`src/rtl/hazard_ctrl.sv`:
```
`default_nettype none
// ============================================================================
// Module      : hazard_ctrl
// Description : Stall/flush sequencer for the F-D-E-M-W pipeline: load-use,
//               dmem miss, multicycle MDU and taken-branch hazards.
// Revision    : 1.0  initial release
// ============================================================================
module hazard_ctrl #(
  parameter int REG_SELECT  = 5,
  parameter int CNT_WIDTH   = 16,
  parameter int MEM_TIMEOUT = 255
) (
  input  logic                  i_clk,
  input  logic                  i_rst,
  input  logic [REG_SELECT-1:0] i_reg_a_select_D,
  input  logic [REG_SELECT-1:0] i_reg_b_select_D,
  input  logic                  i_uses_b_D,
  input  logic                  i_is_load_E,
  input  logic [REG_SELECT-1:0] i_reg_c_select_E,
  input  logic                  i_branch_taken_E,
  input  logic                  i_mdu_busy_E,
  input  logic                  i_mdu_done,
  input  logic                  i_mem_req_M,
  input  logic                  i_mem_ready,
  output logic                  o_stall_F,
  output logic                  o_stall_D,
  output logic                  o_stall_E,
  output logic                  o_stall_M,
  output logic                  o_flush_D,
  output logic                  o_flush_E,
  output logic                  o_flush_M,
  output logic [CNT_WIDTH-1:0]  o_stall_cycles,
  output logic                  o_mem_timeout
);

  localparam logic [1:0] ST_RUN      = 2'd0;
  localparam logic [1:0] ST_MEM_WAIT = 2'd1;
  localparam logic [1:0] ST_MDU_WAIT = 2'd2;

  localparam int TO_W = (MEM_TIMEOUT > 0) ? $clog2(MEM_TIMEOUT + 1) : 1;
  localparam logic [TO_W-1:0] C_TO_LIMIT = TO_W'(MEM_TIMEOUT);

  logic [1:0]           r_state;
  logic [1:0]           w_next;
  logic [CNT_WIDTH-1:0] r_stall_cycles;
  logic [TO_W-1:0]      r_to_cnt;
  logic [TO_W-1:0]      w_to_inc;
  logic                 r_mem_timeout;

  logic w_load_use, w_mem_miss, w_mdu_wait, w_release;
  logic w_stall_f, w_stall_d, w_stall_e, w_stall_m;
  logic w_flush_d, w_flush_e, w_flush_m;

  // x0 is hardwired zero, so a load targeting it never creates a dependency
  assign w_load_use = i_is_load_E && (i_reg_c_select_E != '0) &&
                      ((i_reg_c_select_E == i_reg_a_select_D) ||
                       (i_uses_b_D && (i_reg_c_select_E == i_reg_b_select_D)));
  assign w_mem_miss = i_mem_req_M && !i_mem_ready;
  assign w_mdu_wait = i_mdu_busy_E && !i_mdu_done;

  always_comb begin
    w_next    = r_state;
    w_release = 1'b0;
    w_stall_f = 1'b0;
    w_stall_d = 1'b0;
    w_stall_e = 1'b0;
    w_stall_m = 1'b0;
    w_flush_d = 1'b0;
    w_flush_e = 1'b0;
    w_flush_m = 1'b0;
    case (r_state)
      ST_RUN: begin
        if (w_mem_miss) begin
          {w_stall_f, w_stall_d, w_stall_e, w_stall_m} = 4'b1111;
          w_next = ST_MEM_WAIT;
        end else if (w_mdu_wait) begin
          {w_stall_f, w_stall_d, w_stall_e} = 3'b111;
          w_flush_m = 1'b1;
          w_next    = ST_MDU_WAIT;
        end else begin
          w_release = 1'b1;
        end
      end
      ST_MEM_WAIT: begin
        if (!i_mem_ready) begin
          {w_stall_f, w_stall_d, w_stall_e, w_stall_m} = 4'b1111;
        end else begin
          w_release = 1'b1;
          w_next    = ST_RUN;
        end
      end
      ST_MDU_WAIT: begin
        if (!i_mdu_done) begin
          {w_stall_f, w_stall_d, w_stall_e} = 3'b111;
          w_flush_m = 1'b1;
        end else begin
          w_release = 1'b1;
          w_next    = ST_RUN;
        end
      end
      default: begin
        w_next = ST_RUN;
      end
    endcase
    // A taken branch kills the instruction in D, so it outranks load-use
    if (w_release) begin
      if (i_branch_taken_E) begin
        w_flush_d = 1'b1;
        w_flush_e = 1'b1;
      end else if (w_load_use) begin
        w_stall_f = 1'b1;
        w_stall_d = 1'b1;
        w_flush_e = 1'b1;
      end
    end
  end

  // While reset is held the pipe is cleared by bubbles and nothing stalls
  assign o_stall_F = !i_rst && w_stall_f;
  assign o_stall_D = !i_rst && w_stall_d;
  assign o_stall_E = !i_rst && w_stall_e;
  assign o_stall_M = !i_rst && w_stall_m;
  assign o_flush_D = i_rst || w_flush_d;
  assign o_flush_E = i_rst || w_flush_e;
  assign o_flush_M = i_rst || w_flush_m;

  assign o_stall_cycles = r_stall_cycles;
  assign o_mem_timeout  = r_mem_timeout;

  assign w_to_inc = r_to_cnt + TO_W'(1);

  always_ff @(posedge i_clk or posedge i_rst) begin
    if (i_rst) begin
      r_state        <= ST_RUN;
      r_stall_cycles <= '0;
      r_to_cnt       <= '0;
      r_mem_timeout  <= 1'b0;
    end else begin
      r_state <= w_next;
      if (w_stall_f && (r_stall_cycles != {CNT_WIDTH{1'b1}})) begin
        r_stall_cycles <= r_stall_cycles + CNT_WIDTH'(1);
      end
      // Only cycles still waiting on dmem count toward the timeout
      if ((r_state == ST_RUN) && (w_next == ST_MEM_WAIT)) begin
        r_to_cnt <= '0;
      end else if ((MEM_TIMEOUT != 0) && (r_state == ST_MEM_WAIT) &&
                   !i_mem_ready && (r_to_cnt != C_TO_LIMIT)) begin
        r_to_cnt <= w_to_inc;
        if (w_to_inc == C_TO_LIMIT) begin
          r_mem_timeout <= 1'b1;
        end
      end
    end
  end

endmodule
`default_nettype wire

```
`config.mk`:
```
export PLATFORM = sky130hd
export DESIGN_NAME = hazard_ctrl
export DESIGN_NICKNAME = d
export VERILOG_FILES = /design/src/rtl/hazard_ctrl.sv
export SDC_FILE = /design/constraint.sdc
export NUM_CORES = 1
export LEC_CHECK = 0
export CAP_MARGIN = 20
export CORE_MARGIN = 5
export CORE_UTILIZATION = 47
export DETAILED_ROUTE_END_ITERATION = 10
export PLACE_DENSITY = 0.92
export SLEW_MARGIN = 20
export SYNTH_ARGS = -nofsm -noshare
export SYNTH_HDL_FRONTEND = slang
export SYNTH_SLANG_ARGS = --single-unit
export TNS_END_PERCENT = 20
```
`constraint.sdc`:
```
create_clock -name i_clk -period 2.35 [get_ports i_clk]
set_input_delay 0.47 -clock i_clk [delete_from_list [all_inputs] [get_ports i_clk]]
set_output_delay 0.47 -clock i_clk [all_outputs]
set_load 0.03 [all_outputs]
```
==> flow_summary.ini, run 1 <==
[worst_setup_path]
crit_chain = dlygate4sd2_1 > or4_4 > nor2_2 > nor3b_2 > a31oi_4 > nor2_4 > buf_6
cp_max_fo = 3
cp.arrival_ps = 1860
cpPeakStageDelay_ps = 560
critPathSlowestCell = or4_4
cp-start-kind = input port
reg2reg_slack_ps = 310
worstPathRequired_ps = 1880
setup.worst_path.class = in2out
critPathCaptureType = primary output

[grt]
overflow = 0
grt_pass1_vias = 1399
antenna_found_initial = 0
grt_pass1_wl_mm = 6.37
use_met2_pct = 32.0
use_met1_pct = 21.7
grtUsageMet3_pct = 3.28
grt_max_degree = 18
track_usage_pct = 18.2
busiest_layer = met2

[timing]
relSlewSlack_pct = 76.6
min_period_over_period_pct = 99.2
skew_ps = 2.47
hold_viol_final = 0
tightest_slew_ps = 347
fin_ws_ps = 18.2
drv_slew = 0
finalSetupViolations = 0
min_period_ps = 2330
grt_setup_unrepaired = true
clock.fmax_mhz = 429

[finish]
nets = 257
fillers = 255
layout-drive-gt1-share_pct = 16.6
stdcell_count = 275
num_antenna_cells = 0
final_util_pct = 68.7
synthToLayoutAreaGrowth_pct = 42.8

[placed_design]
gp_congestion = 0.831
numPlacedInstances = 270
place_hpwl_mm = 3.22
portBuffers = 47
pre_cts_ws_ps = -665

[synth]
avgSynthCellArea_um2 = 9.41
synth_edf_count = 0
yosysTopAreaCellShare_pct = 42.8
synth_area_leaders = dfrtp_1 43%, xor2_1 8.3%, xnor2_1 7.8%
synth_seq_cells = 27
syn_area_um2 = 1580
yosysWarnings = 0
yosysSeqAreaShare_pct = 42.8
ys_async_sr_fraction_pct = 100
syn_inst = 168
yosysTopAreaCell = dfrtp_1
ys.flop_type = dfrtp_1
ys_types = 36
syn_nets = 195

[power]
power_leakage_nw = 0.993
fin_total_pwr_mw = 1.65
power-per-cell-area_nw_per_um2 = 733
peakVddDrop_mv = 0.607

[route]
first_pass_iters = 4
drt_iter0_markers = 94
wirelength_mm = 4.02
ant_nets = 0
vias_per_cell = 5.37
wl_per_cell_um = 14.6
drc = 0
vias = 1478

[clock_network]
clock-root-buffer = clkbuf_4
cts_made_buffers = 3
clkLatencyLatePin_ps = 330
clkTransAtPathRegs_ps = 140
cts_max_path_buffers = 2
cts_htree_levels = 1
clock-sinks = 27
cts_tree = built
cts_hold_buf = 0

[floorplan]
io_pins = 48
die_w_um = 68.0
placementRows = 21
fp.dieH_um = 68.0
coreArea_um2 = 3280
floorplan.initialDensity_pct = 48.1
die-area_um2 = 4620

[status]
outcome = finished, final reports clean

[run]
maxCapViolCount = 0

[worst_hold_path]
hold_class = reg2reg
[registers in the layout (all words and copies together), names as in the netlist]
name / count
o_mem_timeout: 1
o_stall_cycles: 16
r_state: 2
r_to_cnt: 8
[final cells by class]
cell class                      count  area (um^2)  share of cell area, %
Multi-Input combinational cell    131          887                   39.3
Sequential cell                    27          677                   30.0
Timing Repair Buffer               62          586                   26.0
Tap cell                           46         57.6                   2.55
Clock buffer                        3         22.5                  0.998
Inverter                            5         18.8                  0.832
Clock inverter                      1         7.51                  0.333
[synth_stat cells (2+ instances only)]
master / instances
a21o_1: 2
a21oi_1: 3
and3_1: 5
clkbuf_1: 2
dfrtp_1: 27
ha_1: 3
inv_1: 5
nand2_1: 14
nand2b_1: 4
nand3_1: 11
nand4_1: 4
nor2_1: 12
nor3_1: 10
nor3b_1: 3
nor4_1: 5
o21ai_0: 9
o31ai_1: 3
xnor2_1: 14
xor2_1: 15
[cell families (layout without fill, tap and decap cells)]
group | Yosys count | after routing | share of synthesized area (%)
compound gates | 24 | 24 | 10.5
xor+xnor | 29 | 29 | 16.1
fa+ha+maj | 3 | 3 | 2.38
buf+inv | 10 | 71 | 3.17
flops | 27 | 27 | 42.8
mux | 1 | 1 | 0.950
simple gates | 74 | 74 | 24.2
[cells in the final DEF, fill, tap and decap left out, types with 2 or more instances in the layout]
cell,Yosys,final
xnor2_1,14,14
inv_1,5,5
nor3_1,10,10
nand4_1,4,4
dlymetal6s2s_1,0,2
clkdlybuf4s50_1,0,31
and3_1,5,5
buf_6,1,3
ha_1,3,3
nand2b_1,4,4
clkbuf_4,0,3
o31ai_1,3,2
nor3b_2,0,2
dfrtp_1,27,26
o21ai_0,9,8
nand3_1,11,11
nor4_1,5,5
nor2_1,12,10
nand2_1,14,14
buf_4,1,18
xor2_1,15,15
a21o_1,2,2
dlygate4sd2_1,0,7
a21oi_1,3,2
[timing repair]
action | CTS | global route
endpoints found under the setup margin | 4 | 9
resized for setup | 26 | 7
cloned | 0 | 0
buffers inserted | 1 | 0
pin swaps | 2 | 2
[report_power, final]
group | internal (mW) | total, mW | switching (mW) | leakage, nW
Combinational | 0.345 | 0.744 | 0.399 | 0.641
Clock | 0.0652 | 0.205 | 0.140 | 0.0139
Sequential | 0.566 | 0.704 | 0.138 | 0.338
[path summary, 6_finish.rpt]
path	startpoint	to	depth (start not counted)
max	i_reg_c_select_E[1]	o_stall_D	7
min reg2reg	o_mem_timeout	o_mem_timeout	1
min	o_mem_timeout	o_mem_timeout	1
max in group asynchronous	i_rst	r_state[1]	3
max reg2reg	o_stall_cycles[0]	o_stall_cycles[9]	7
min in group asynchronous	i_rst	o_stall_cycles[12]	3
[worst max-delay path, delay by kind of cell]
kind	cells	cell delay [ps]
buffers and inverters	2	410
AO/OA/AOI/OAI	1	170
AND/OR/NAND/NOR	4	810
[metal layers]
layer / vias to the layer above / wire [um]
li1: 709 / -
met4: 0 / 66
met5: - / 0
met3: 9 / 146
met2: 40 / 2140
met1: 720 / 1670
[per-stage QoR]
| stage | setup TNS (ps) | hold slack [ps] | area (um^2) |
|---|---|---|---|
| final | 0 | 485 | 2260 |
| after CTS | 0 | 489 | 2240 |
| after global routing | -128 | 513 | 2260 |
| after detailed placement | -3770 | 452 | 2180 |
| after global placement | -3310 | 445 | 2180 |
| after floorplan | 0 | 446 | 1580 |
Note: power is estimated with default switching activity, not from simulation.
==> run 2: changes to the inputs <==
--- a/config.mk
+++ b/config.mk
@@ -10,7 +10,7 @@
 export CORE_UTILIZATION = 47
 export DETAILED_ROUTE_END_ITERATION = 10
 export PLACE_DENSITY = 0.92
-export SLEW_MARGIN = 20
+export SETUP_SLACK_MARGIN = 0.15
 export SYNTH_ARGS = -nofsm -noshare
 export SYNTH_HDL_FRONTEND = slang
 export SYNTH_SLANG_ARGS = --single-unit
==> run 2 against run 1 <==
Sequential share of layout area fell by 0.34 points. First-iteration DRC count rose by 46%. Routed wire length rose by 5.5%. Highest routed layer unchanged. Utilization rose by 0.91 points. Count of clock-buffer cells in the layout did not move. Register-to-register slack barely moved. Sequential cell count did not move. Critical endpoint is now o_flush_E. Non-clock buffer count fell by 1. Via count fell by 0.20%.
==> flow_summary.ini, run 2 (synthesized netlist as in run 1, its figures left out) <==
[status]
outcome = finished, final reports clean

[timing]
min_period_ps = 2320
grt_setup_unrepaired = true
skew_ps = 21.8
finalSetupViolations = 0
min_period_over_period_pct = 98.6
drv_slew = 0
hold_viol_final = 0
tightest_slew_ps = 365
relSlewSlack_pct = 75.5
worst_hold_slack_ps = 486
setup-tns-final_ps = 0
clock.fmax_mhz = 432

[floorplan]
placementRows = 21
coreArea_um2 = 3280
die-area_um2 = 4620
fp.dieH_um = 68.0
floorplan.initialDensity_pct = 48.1
die_w_um = 68.0
io_pins = 48

[worst_setup_path]
r2r_start = o_stall_cycles[0]
cp.arrival_ps = 1850
critPathSlowestCell = dfrtp_2
worstPathRequired_ps = 1880
r2r_end = o_stall_cycles[9]
setup.worst_path.class = reg2out
cpPeakStageDelay_ps = 490
critPathCaptureType = primary output
worst-r2r-cell-count = 7
reg2reg_slack_ps = 310
cp-start-kind = flip-flop
crit_chain = nand2b_4 > a21oi_2 > o21a_1 > buf_6 > nand2_4 > nand2_4 > nand2b_4 > buf_6
cp_max_fo = 6

[worst_hold_path]
worstHoldEndpoint = o_mem_timeout
hp-start = o_mem_timeout
hold_class = reg2reg
whs_path_depth = 1

[run]
maxCapViolCount = 0

[finish]
largest_register_ff_count = 16
multiInputGateArea_um2 = 941
stdcell_count = 274
fillers = 243
num_antenna_cells = 0
final_common_cell = dfrtp_1
synthToLayoutAreaGrowth_pct = 44.7
ff_latch_area_um2 = 678
layout-drive-gt1-share_pct = 20.2
nets = 256
post-route-cell-area_um2 = 2290
final_cell_mix = 25 x dfrtp_1, 22 x clkdlybuf4s50_1, 15 x xor2_1, 15 x buf_4

[grt]
antenna_found_initial = 0
grt_pass1_vias = 1477
grt_max_degree = 24
track_usage_pct = 18.6
overflow = 0
grt_pass1_wl_mm = 6.53

[placed_design]
place_hpwl_mm = 3.17
gp_congestion = 0.813
portBuffers = 47
place_area_um2 = 2180
numPlacedInstances = 269

[route]
wl_per_cell_um = 15.5
vias_per_cell = 5.38
vias = 1475
drc = 0
drt_iter0_markers = 137
first_pass_iters = 4
ant_nets = 0
wirelength_mm = 4.25

[power]
seqPwrFrac_pct = 42.5
pwr-share-comb_pct = 45.3
p_int_mw = 0.976
power_leakage_nw = 0.993
clockPowerShare_pct = 12.2
power-per-cell-area_nw_per_um2 = 726
switching_share_pct = 41.2
peakVddDrop_mv = 0.576
net-switching-power_mw = 0.683

[clock_network]
cts_tree = built
cts_htree_levels = 1
clkTransAtPathRegs_ps = 150
clock-root-buffer = clkbuf_4
clock-sinks = 27
cts_hold_buf = 0
clkLatencyLatePin_ps = 340
cts_max_path_buffers = 2
cts_made_buffers = 3
## run 2: changes by cell type in the layout (fill, tap and decap cells not counted), moves of 2 or more
cell / previous run / this run
dlymetal6s2s_1: 2 / 0
buf_4: 18 / 15
buf_6: 3 / 5
nand2b_4: 0 / 2
nand2_1: 14 / 12
nand2b_1: 4 / 2
nand2_4: 0 / 2
dlygate4sd2_1: 7 / 14
clkdlybuf4s50_1: 31 / 22
buf_2: 0 / 3
## run 2: area by class of cell
type                       count  area share (%)
clock buffer                   3           0.985
clock inverter                 1           0.328
inverter                       5           0.985
multi-input combinational    131            41.2
sequential                    27            29.7
tap                           46            2.52
timing repair buffer          61            24.4
## run 2: critical path: cells and delay by family (launching register included)
kind | cells | cell delay (ps)
flip-flops | 1 | 490
AND/OR/NAND/NOR | 4 | 390
buffers and inverters | 2 | 260
AO/OA/AOI/OAI | 2 | 350
## run 2: worst max-delay path by stage
stage | from | to | slack, ps | cells after the start
2_1_floorplan | i_reg_c_select_E[1] | o_stall_F | 60 | 7
3_3_place_gp | i_reg_c_select_E[1] | o_stall_F | -620 | 7
3_5_place_dp | i_reg_c_select_E[1] | o_stall_D | -690 | 7
4_1_cts | r_state[1] | o_stall_D | 130 | 7
5_1_grt | r_state[1] | o_flush_E | -40 | 8
6_report | r_state[1] | o_flush_E | 30 | 8
## run 2: metrics by stage
| step | total power [mW] | worst slack, ps | utilization [%] |
|---|---|---|---|
| global placement | 1.42 | -625 | 66.4 |
| global route | 1.75 | -38.1 | 69.6 |
| detailed placement | 1.45 | -686 | 66.4 |
| floorplan | 1.11 | 55.5 | - |
| CTS | 1.65 | 133 | 68.2 |
| finish | 1.66 | 33.3 | 69.6 |
## run 2: repair_timing
item	in CTS	in global routing
endpoints found under the setup margin	8	13
resized for setup	54	10
setup buffers	1	0
pin swaps	17	3
gates cloned	0	0
## run 2: routing by layer
layer	part of all wire, %	vias to the layer above	global-route usage (%)	wire, um
met5	0	-	0	0
met4	4.1	0	8.68	174
met3	5.0	22	4.60	214
met2	52	53	31.6	2190
met1	39	692	21.7	1670
li1	-	708	-	-
## run 2: power groups by stage
stage / combinational, mW / sequential, mW / clock, mW
after floorplan: 0.246 / 0.860 / 0
after global placement: 0.715 / 0.702 / 0
after detailed placement: 0.735 / 0.710 / 0
after CTS: 0.741 / 0.700 / 0.213
after global routing: 0.800 / 0.723 / 0.232
final: 0.752 / 0.705 / 0.202
==> run 3: changes to the inputs <==
==> constraint.sdc (replaced) <==
create_clock -name i_clk -period 2.35 [get_ports i_clk]
set_input_delay 0.47 -clock i_clk [delete_from_list [all_inputs] [get_ports i_clk]]
set_output_delay 0.47 -clock i_clk [all_outputs]
set_load 0.01 [all_outputs]
==> run 3 against run 2 <==
Combinational power down 23%. Hold slack worse by 7.1 ps. Clock power up 7%. Global-route usage down 1.1 points. Largest cell class unchanged.
==> flow_summary.ini, run 3 (synthesized netlist as in run 1, its figures left out) <==
[floorplan]
placementRows = 21
floorplan.initialDensity_pct = 48.1
fp.dieH_um = 68.0
io_pins = 48
die-area_um2 = 4620
coreArea_um2 = 3280
die_w_um = 68.0

[placed_design]
pre_cts_ws_ps = -524
portBuffers = 47
gp_congestion = 0.806
place_area_um2 = 2160
place_hpwl_mm = 3.03
numPlacedInstances = 267

[worst_setup_path]
cp-start-kind = input port
path_delay_family = simple AND/OR/NAND/NOR gates
setup.worst_path.class = in2out
cpPeakStageDelay_ps = 570
cp_max_fo = 3
path_buf_inv = 2
critPathCaptureType = primary output
cp.arrival_ps = 1780
critPathSlowestCell = or4_4
worstPathRequired_ps = 1880
crit_chain = clkdlybuf4s15_1 > or4_4 > nor2_4 > nor3b_2 > a31oi_4 > nor2_2 > buf_2

[clock_network]
cts_htree_levels = 1
cts_tree = built
cts_hold_buf = 0
clkTransAtPathRegs_ps = 140
cts_max_path_buffers = 2
clock-sinks = 27
clock-root-buffer = clkbuf_4
cts_made_buffers = 3
clkLatencyLatePin_ps = 350

[timing]
fin_ws_ps = 98.2
finalSetupViolations = 0
min_period_over_period_pct = 95.8
relSlewSlack_pct = 76.7
hold_viol_final = 0
skew_ps = 12.3
tightest_slew_ps = 346
grt_setup_unrepaired = true
min_period_ps = 2250
drv_slew = 0
clock.fmax_mhz = 444

[power]
peakVddDrop_mv = 0.571
power_leakage_nw = 0.976
fin_total_pwr_mw = 1.50
power-per-cell-area_nw_per_um2 = 672

[grt]
grt_max_degree = 28
antenna_found_initial = 0
overflow = 0
track_usage_pct = 17.5
grt_pass1_vias = 1429
grt_pass1_wl_mm = 6.30

[route]
first_pass_iters = 4
drt_iter0_markers = 158
wirelength_mm = 4.22
ant_nets = 0
wl_per_cell_um = 15.4
vias = 1496
vias_per_cell = 5.48
drc = 0

[worst_hold_path]
hold_class = reg2reg

[finish]
post-route-cell-area_um2 = 2230
final_cell_mix = 25 x dfrtp_1, 23 x clkdlybuf4s50_1, 17 x dlygate4sd2_1
final_common_cell = dfrtp_1
num_antenna_cells = 0
largest_register_ff_count = 16
fillers = 238
final_util_pct = 67.8
synthToLayoutAreaGrowth_pct = 40.9
layout-drive-gt1-share_pct = 17.6
stdcell_count = 273
nets = 255

[status]
outcome = finished, final reports clean

[run]
maxCapViolCount = 0
## run 3: final timing paths
check,startpoint,to,slack (ps),cells after the start
max,i_reg_c_select_E[2],o_stall_D,100,7
min in group asynchronous,i_rst,o_stall_cycles[12],610,3
min,o_mem_timeout,o_mem_timeout,480,1
min reg2reg,o_mem_timeout,o_mem_timeout,480,1
max in group asynchronous,i_rst,r_state[0],1480,3
max reg2reg,o_stall_cycles[0],o_stall_cycles[9],310,7
## run 3: area by class of cell
cell class	count	area, um^2	share of cell area, %
clock inverter	1	7.51	0.337
tap	46	57.6	2.58
timing repair buffer	60	529	23.8
multi-input combinational	131	913	41.0
sequential	27	678	30.4
inverter	5	18.8	0.843
clock buffer	3	22.5	1.01
## run 3: where the power goes
part           switching, mW  total (mW)  internal [mW]
clock network          0.151       0.216         0.0655
logic                  0.248       0.577          0.329
registers              0.137       0.704          0.567
total                  0.535        1.50          0.961
## run 3: per-stage QoR
step                hold slack [ps]  TNS, ps
finish                          479        0
global route                    515        0
detailed placement              456    -4460
global placement                445    -3740
CTS                             483        0
floorplan                       446        0
## run 3: routing by layer
layer	GRT usage, %	up-vias	part of all wire, %
met5	0	-	0
met4	3.97	0	1.1
met2	30.6	60	53
met3	4.11	4	6.0
li1	-	704	-
met1	21.7	728	40
## run 3: timing repair
item / CTS / global route
endpoints found under the setup margin: 9 / 14
buffers inserted: 2 / 0
hold endpoints to repair: 0 / 0
pin swaps: 14 / 3
resized for setup: 46 / 10
